<file path="src/rtl/seg_led_scan.sv">
// rtl/seg_led_scan.sv - multiplexed seven-segment scan driver with shadow registers
module seg_led_scan #(
  parameter int DIGITS         = 6,
  parameter int CLK_DIV        = 50000,
  parameter int SEG_ACTIVE_LOW = 1,
  parameter int SEL_ACTIVE_LOW = 1
) (
  input  logic                  sys_clk,
  input  logic                  sys_rst,
  input  logic [4*DIGITS-1:0]   data_in,
  input  logic [DIGITS-1:0]     dp_in,
  input  logic [DIGITS-1:0]     en_in,
  input  logic                  load,
  input  logic                  lz_blank,
  output logic [7:0]            seg_led,
  output logic [DIGITS-1:0]     seg_sel
);

  localparam int CW = $clog2(CLK_DIV);
  localparam int IW = (DIGITS > 1) ? $clog2(DIGITS) : 1;
  localparam logic [7:0]        SEG_MASK = (SEG_ACTIVE_LOW != 0) ? 8'hFF : 8'h00;
  localparam logic [DIGITS-1:0] SEL_MASK = (SEL_ACTIVE_LOW != 0) ? {DIGITS{1'b1}} : {DIGITS{1'b0}};

  logic [4*DIGITS-1:0] data_q;
  logic [DIGITS-1:0]   dp_q;
  logic [DIGITS-1:0]   en_q;
  logic [CW-1:0]       cnt_q, cnt_d;
  logic [IW-1:0]       idx_q, idx_d;
  logic [7:0]          seg_q, seg_d;
  logic [DIGITS-1:0]   sel_q, sel_d;

  logic                slot_end;
  logic [3:0]          nib;
  logic                dp_bit;
  logic                en_bit;
  logic                zero_run;
  logic                lz_hit;
  logic [6:0]          glyph;
  logic [DIGITS-1:0]   sel_onehot;

  function automatic logic [6:0] glyph_of(input logic [3:0] n);
    case (n)
      4'h0: glyph_of = 7'h3F;
      4'h1: glyph_of = 7'h06;
      4'h2: glyph_of = 7'h5B;
      4'h3: glyph_of = 7'h4F;
      4'h4: glyph_of = 7'h66;
      4'h5: glyph_of = 7'h6D;
      4'h6: glyph_of = 7'h7D;
      4'h7: glyph_of = 7'h07;
      4'h8: glyph_of = 7'h7F;
      4'h9: glyph_of = 7'h6F;
      4'hA: glyph_of = 7'h77;
      4'hB: glyph_of = 7'h7C;
      4'hC: glyph_of = 7'h39;
      4'hD: glyph_of = 7'h5E;
      4'hE: glyph_of = 7'h79;
      default: glyph_of = 7'h71;
    endcase
  endfunction

  // Shadow copy of the display contents, refreshed whenever load is high
  always_ff @(posedge sys_clk or posedge sys_rst) begin
    if (sys_rst) begin
      data_q <= '0;
      dp_q   <= '0;
      en_q   <= '0;
    end else if (load) begin
      data_q <= data_in;
      dp_q   <= dp_in;
      en_q   <= en_in;
    end
  end

  // Slot timer and digit index; the index steps on the last cycle of a slot
  always_comb begin
    slot_end = (cnt_q == CW'(CLK_DIV - 1));
    cnt_d    = slot_end ? '0 : cnt_q + 1'b1;
    idx_d    = idx_q;
    if (slot_end) begin
      idx_d = (idx_q == IW'(DIGITS - 1)) ? '0 : idx_q + 1'b1;
    end
  end

  // Select the current digit's nibble and track the all-zero run from the top digit down
  always_comb begin
    nib        = 4'h0;
    dp_bit     = 1'b0;
    en_bit     = 1'b0;
    zero_run   = 1'b1;
    lz_hit     = 1'b0;
    sel_onehot = '0;
    for (int i = DIGITS - 1; i >= 0; i--) begin
      zero_run = zero_run & (data_q[4*i +: 4] == 4'h0);
      if (idx_q == IW'(i)) begin
        nib           = data_q[4*i +: 4];
        dp_bit        = dp_q[i];
        en_bit        = en_q[i];
        lz_hit        = zero_run;
        sel_onehot[i] = 1'b1;
      end
    end
    glyph = glyph_of(nib);
    if (lz_blank && lz_hit && (idx_q != '0)) begin
      glyph = 7'h00;
    end
    // The last cycle of each slot is blanked so the select change never ghosts
    if (slot_end || !en_bit) begin
      seg_d = SEG_MASK;
      sel_d = SEL_MASK;
    end else begin
      seg_d = {dp_bit, glyph} ^ SEG_MASK;
      sel_d = sel_onehot ^ SEL_MASK;
    end
  end

  // Scan state and registered pin drivers
  always_ff @(posedge sys_clk or posedge sys_rst) begin
    if (sys_rst) begin
      cnt_q <= '0;
      idx_q <= '0;
      seg_q <= SEG_MASK;
      sel_q <= SEL_MASK;
    end else begin
      cnt_q <= cnt_d;
      idx_q <= idx_d;
      seg_q <= seg_d;
      sel_q <= sel_d;
    end
  end

  assign seg_led = seg_q;
  assign seg_sel = sel_q;

endmodule

</file>
<file path="config.mk">
export PLATFORM = sky130hd
export DESIGN_NAME = seg_led_scan
export DESIGN_NICKNAME = d
export VERILOG_FILES = /design/src/rtl/seg_led_scan.sv
export SDC_FILE = /design/constraint.sdc
export NUM_CORES = 1
export LEC_CHECK = 0
export BUFFER_PORTS_ARGS = -buffer_cell sky130_fd_sc_hd__buf_2
export CELL_PAD_IN_SITES_DETAIL_PLACEMENT = 1
export CELL_PAD_IN_SITES_GLOBAL_PLACEMENT = 2
export CORE_AREA = 8 8 111 113
export DETAILED_ROUTE_END_ITERATION = 6
export DIE_AREA = 0 0 119 121
export PLACE_DENSITY_LB_ADDON = 0.1
export SETUP_SLACK_MARGIN = 0.2
export SYNTH_ARGS = -nofsm -noshare
export SYNTH_HDL_FRONTEND = slang
export SYNTH_SLANG_ARGS = --single-unit
</file>
<file path="constraint.sdc">
create_clock -name sys_clk -period 3.4 [get_ports sys_clk]
set_input_delay 0.68 -clock sys_clk [delete_from_list [all_inputs] [get_ports sys_clk]]
set_output_delay 0.68 -clock sys_clk [all_outputs]
set_load 0.005 [all_outputs]
</file>
==> flow_summary.json <==
{
  "status": "finished, final reports clean",
  "min_period_ps": 2770,
  "die_w_um": 119,
  "vias": 2444,
  "ys_warn_count": 0,
  "antenna_cells": 0,
  "p_per_area_mw_per_mm2": 481,
  "end_kind": "register",
  "cts_root_buf": "clkbuf_8",
  "cts_buffers": 9,
  "io_pins": 54,
  "die_h_um": 121,
  "cts_tree": "built",
  "wl_per_cell_um": 16.1,
  "areaGrowthSynthToFinish_pct": 19.2,
  "slew_headroom_pct": 41.8,
  "crit_fanout": 11,
  "swShare_pct": 24.1,
  "dp_cells": 490,
  "worstPathArrival_ps": 3020,
  "p_int_mw": 1.48,
  "drt-initial-drc-count": 55,
  "layout_common_cells": "dfrtp_1 (55), buf_2 (53), mux2_2 (36)",
  "drc": 0,
  "portBuffers": 53,
  "p_leak_nw": 1.75,
  "grt_overflow": 0,
  "synth_cell_types": 45,
  "synth_cells": 307,
  "worstSetupPathType": "register to register",
  "clockBufferDepth": 2,
  "ir_drop_v": 0.000210,
  "cp-start-kind": "register",
  "fin_crit_sh_pct": 81.5,
  "vias_per_cell": 4.83,
  "clock-skew-final_ps": 12.6,
  "hold_viol_final": 0,
  "antenna_found_initial": 0,
  "cts_resized": 0,
  "power_switching_mw": 0.469,
  "fillers": 1189,
  "p_total_mw": 1.95,
  "clk_pin_slew_ps": 80,
  "instances_no_fill": 506,
  "ys.flop_type": "dfrtp_1",
  "post_cts_buffers": 0,
  "grt.total_usage_pct": 12.4,
  "design_area_mm2": 0.00406,
  "max_slew.worst_pin.slew_ps": 873,
  "hpwlAfterDp_um": 5900,
  "pwr-share-seq_pct": 47.4,
  "drtPass1Iterations": 4,
  "syn_nets": 355,
  "required_ps": 3650,
  "synth_top_area_cell": "dfrtp_1",
  "core_area_mm2": 0.0106,
  "clk_latency_ps": 350,
  "grt_pass1_vias": 2824,
  "rsz0062_at_grt": "false",
  "drive_gt1_share_pct": 36.6,
  "synth_seq_cells": 69,
  "grt_max_degree": 39,
  "grt_pass1_wl_um": 14300,
  "maxCapViolCount": 0,
  "setup_viol": 0,
  "htree_levels": 3,
  "combPwrFrac_pct": 10.6,
  "drv_slew": 0,
  "start_util_pct": 32.1,
  "placed_cell_area_mm2": 0.00382,
  "hp-class": "primary input to async pin",
  "placementRows": 38,
  "cts_sinks": 69,
  "setup_tns_ps": 0,
  "nets": 409,
  "seq_area_frac_synth_pct": 51.3,
  "hold_buffers": 0,
  "drt_wl_total_um": 8170,
  "avgSynthCellArea_um2": 11.1,
  "syn_area_mm2": 0.00340,
  "synth-edff-count": 0,
  "ant_nets": 0,
  "max_freq_mhz": 361,
  "yosysTopAreaCellShare_pct": 40.5,
  "gp_congestion": 0.752,
  "dieArea_mm2": 0.0144,
  "final_common_cell": "dfrtp_1",
  "pwr-share-clk_pct": 42.0,
  "synthArstFlopShare_pct": 100,
  "synthTopCellsByArea": "dfrtp_1 (40%), mux2_2 (12%), dfstp_2 (11%)"
}
## critical path, stage by stage (launching register included)
cell and delay, ps:
dfrtp_1 560, inv_1 110, ha_1 220, or3b_1 480, o21ai_0 230, nand2_1 90
o21ai_2 120, inv_1 140, ha_1 280, mux2_2 280, nand2_1 60, o211ai_1 100
## power groups by stage
stage,Combinational (mW),Clock [mW],Sequential (mW)
floorplan,0.135,0,0.931
global placement,0.211,0,0.942
detailed placement,0.213,0,0.943
CTS,0.213,0.850,0.927
global route,0.235,0.879,0.934
finish,0.206,0.819,0.925
## cell usage after synthesis (all sizes together), types with 4 or more instances
library cell / number
dfrtp: 55
mux2: 36
nand2: 32
o21ai: 23
dfstp: 14
mux2i: 14
nor2: 14
nand3: 13
buf: 12
a21oi: 9
ha: 8
inv: 8
xnor2: 7
xor2: 6
clkbuf: 5
nor2b: 5
nor4: 5
o211ai: 5
a22oi: 4
or2: 4
## worst paths after layout
| path | startpoint | end | slack [ps] | cells after the start |
|---|---|---|---|---|
| setup / recovery | idx_q[2]$_DFFE_PP0N_ | seg_led[3]$_DFF_PP1_ | 630 | 11 |
| hold / removal | sys_rst | data_q[22]$_DFFE_PP0P_ | 450 | 2 |
| setup reg to reg | idx_q[2]$_DFFE_PP0N_ | seg_led[3]$_DFF_PP1_ | 630 | 11 |
| hold reg to reg | cnt_q[11]$_DFF_PP0_ | cnt_q[11]$_DFF_PP0_ | 500 | 1 |
| max in group asynchronous | sys_rst | seg_sel[0]$_DFF_PP1_ | 2250 | 3 |
| min in group sys_clk | cnt_q[11]$_DFF_PP0_ | cnt_q[11]$_DFF_PP0_ | 500 | 1 |
## layout make-up
class | count | area [um2] | share of cell area (%)
Sequential cell | 69 | 1740 | 43.0
Multi-Input combinational cell | 213 | 1540 | 37.9
Timing Repair Buffer | 60 | 330 | 8.15
Tap cell | 140 | 175 | 4.32
Clock buffer | 10 | 128 | 3.15
Clock inverter | 6 | 111 | 2.75
Inverter | 8 | 30.0 | 0.741
## through the flow
step / hold slack, ps / utilization [%] / worst slack, ps
floorplan: 448 / - / 201
global placement: 491 / 36.0 / 724
detailed placement: 496 / 36.0 / 611
CTS: 464 / 38.2 / 590
global route: 501 / 38.2 / 382
finish: 450 / 38.2 / 630
## flip-flops by register name (all words and copies together) (netlist names)
register and flops:
data_q 24, cnt_q 16, seg_led 8, dp_q 6
en_q 6, seg_sel 6, idx_q 3
## cells by family after synthesis
kind of cell    Yosys count  synth area share [%]
mux                      50                  16.0
buf+inv                  25                  3.68
simple gates             92                  13.6
xor+xnor                 13                  3.35
compound gates           50                  9.12
flops                    69                  51.3
fa+ha+maj                 8                  2.94
## per-layer routing
layer | up-vias | global-route usage, % | wire (um)
met5 | - | 0 | 0
met4 | 0 | 4.51 | 107
met3 | 10 | 3.49 | 285
met2 | 31 | 20.0 | 3990
met1 | 1211 | 15.5 | 3780
li1 | 1192 | - | -
Note: power is estimated with default switching activity, not from simulation.
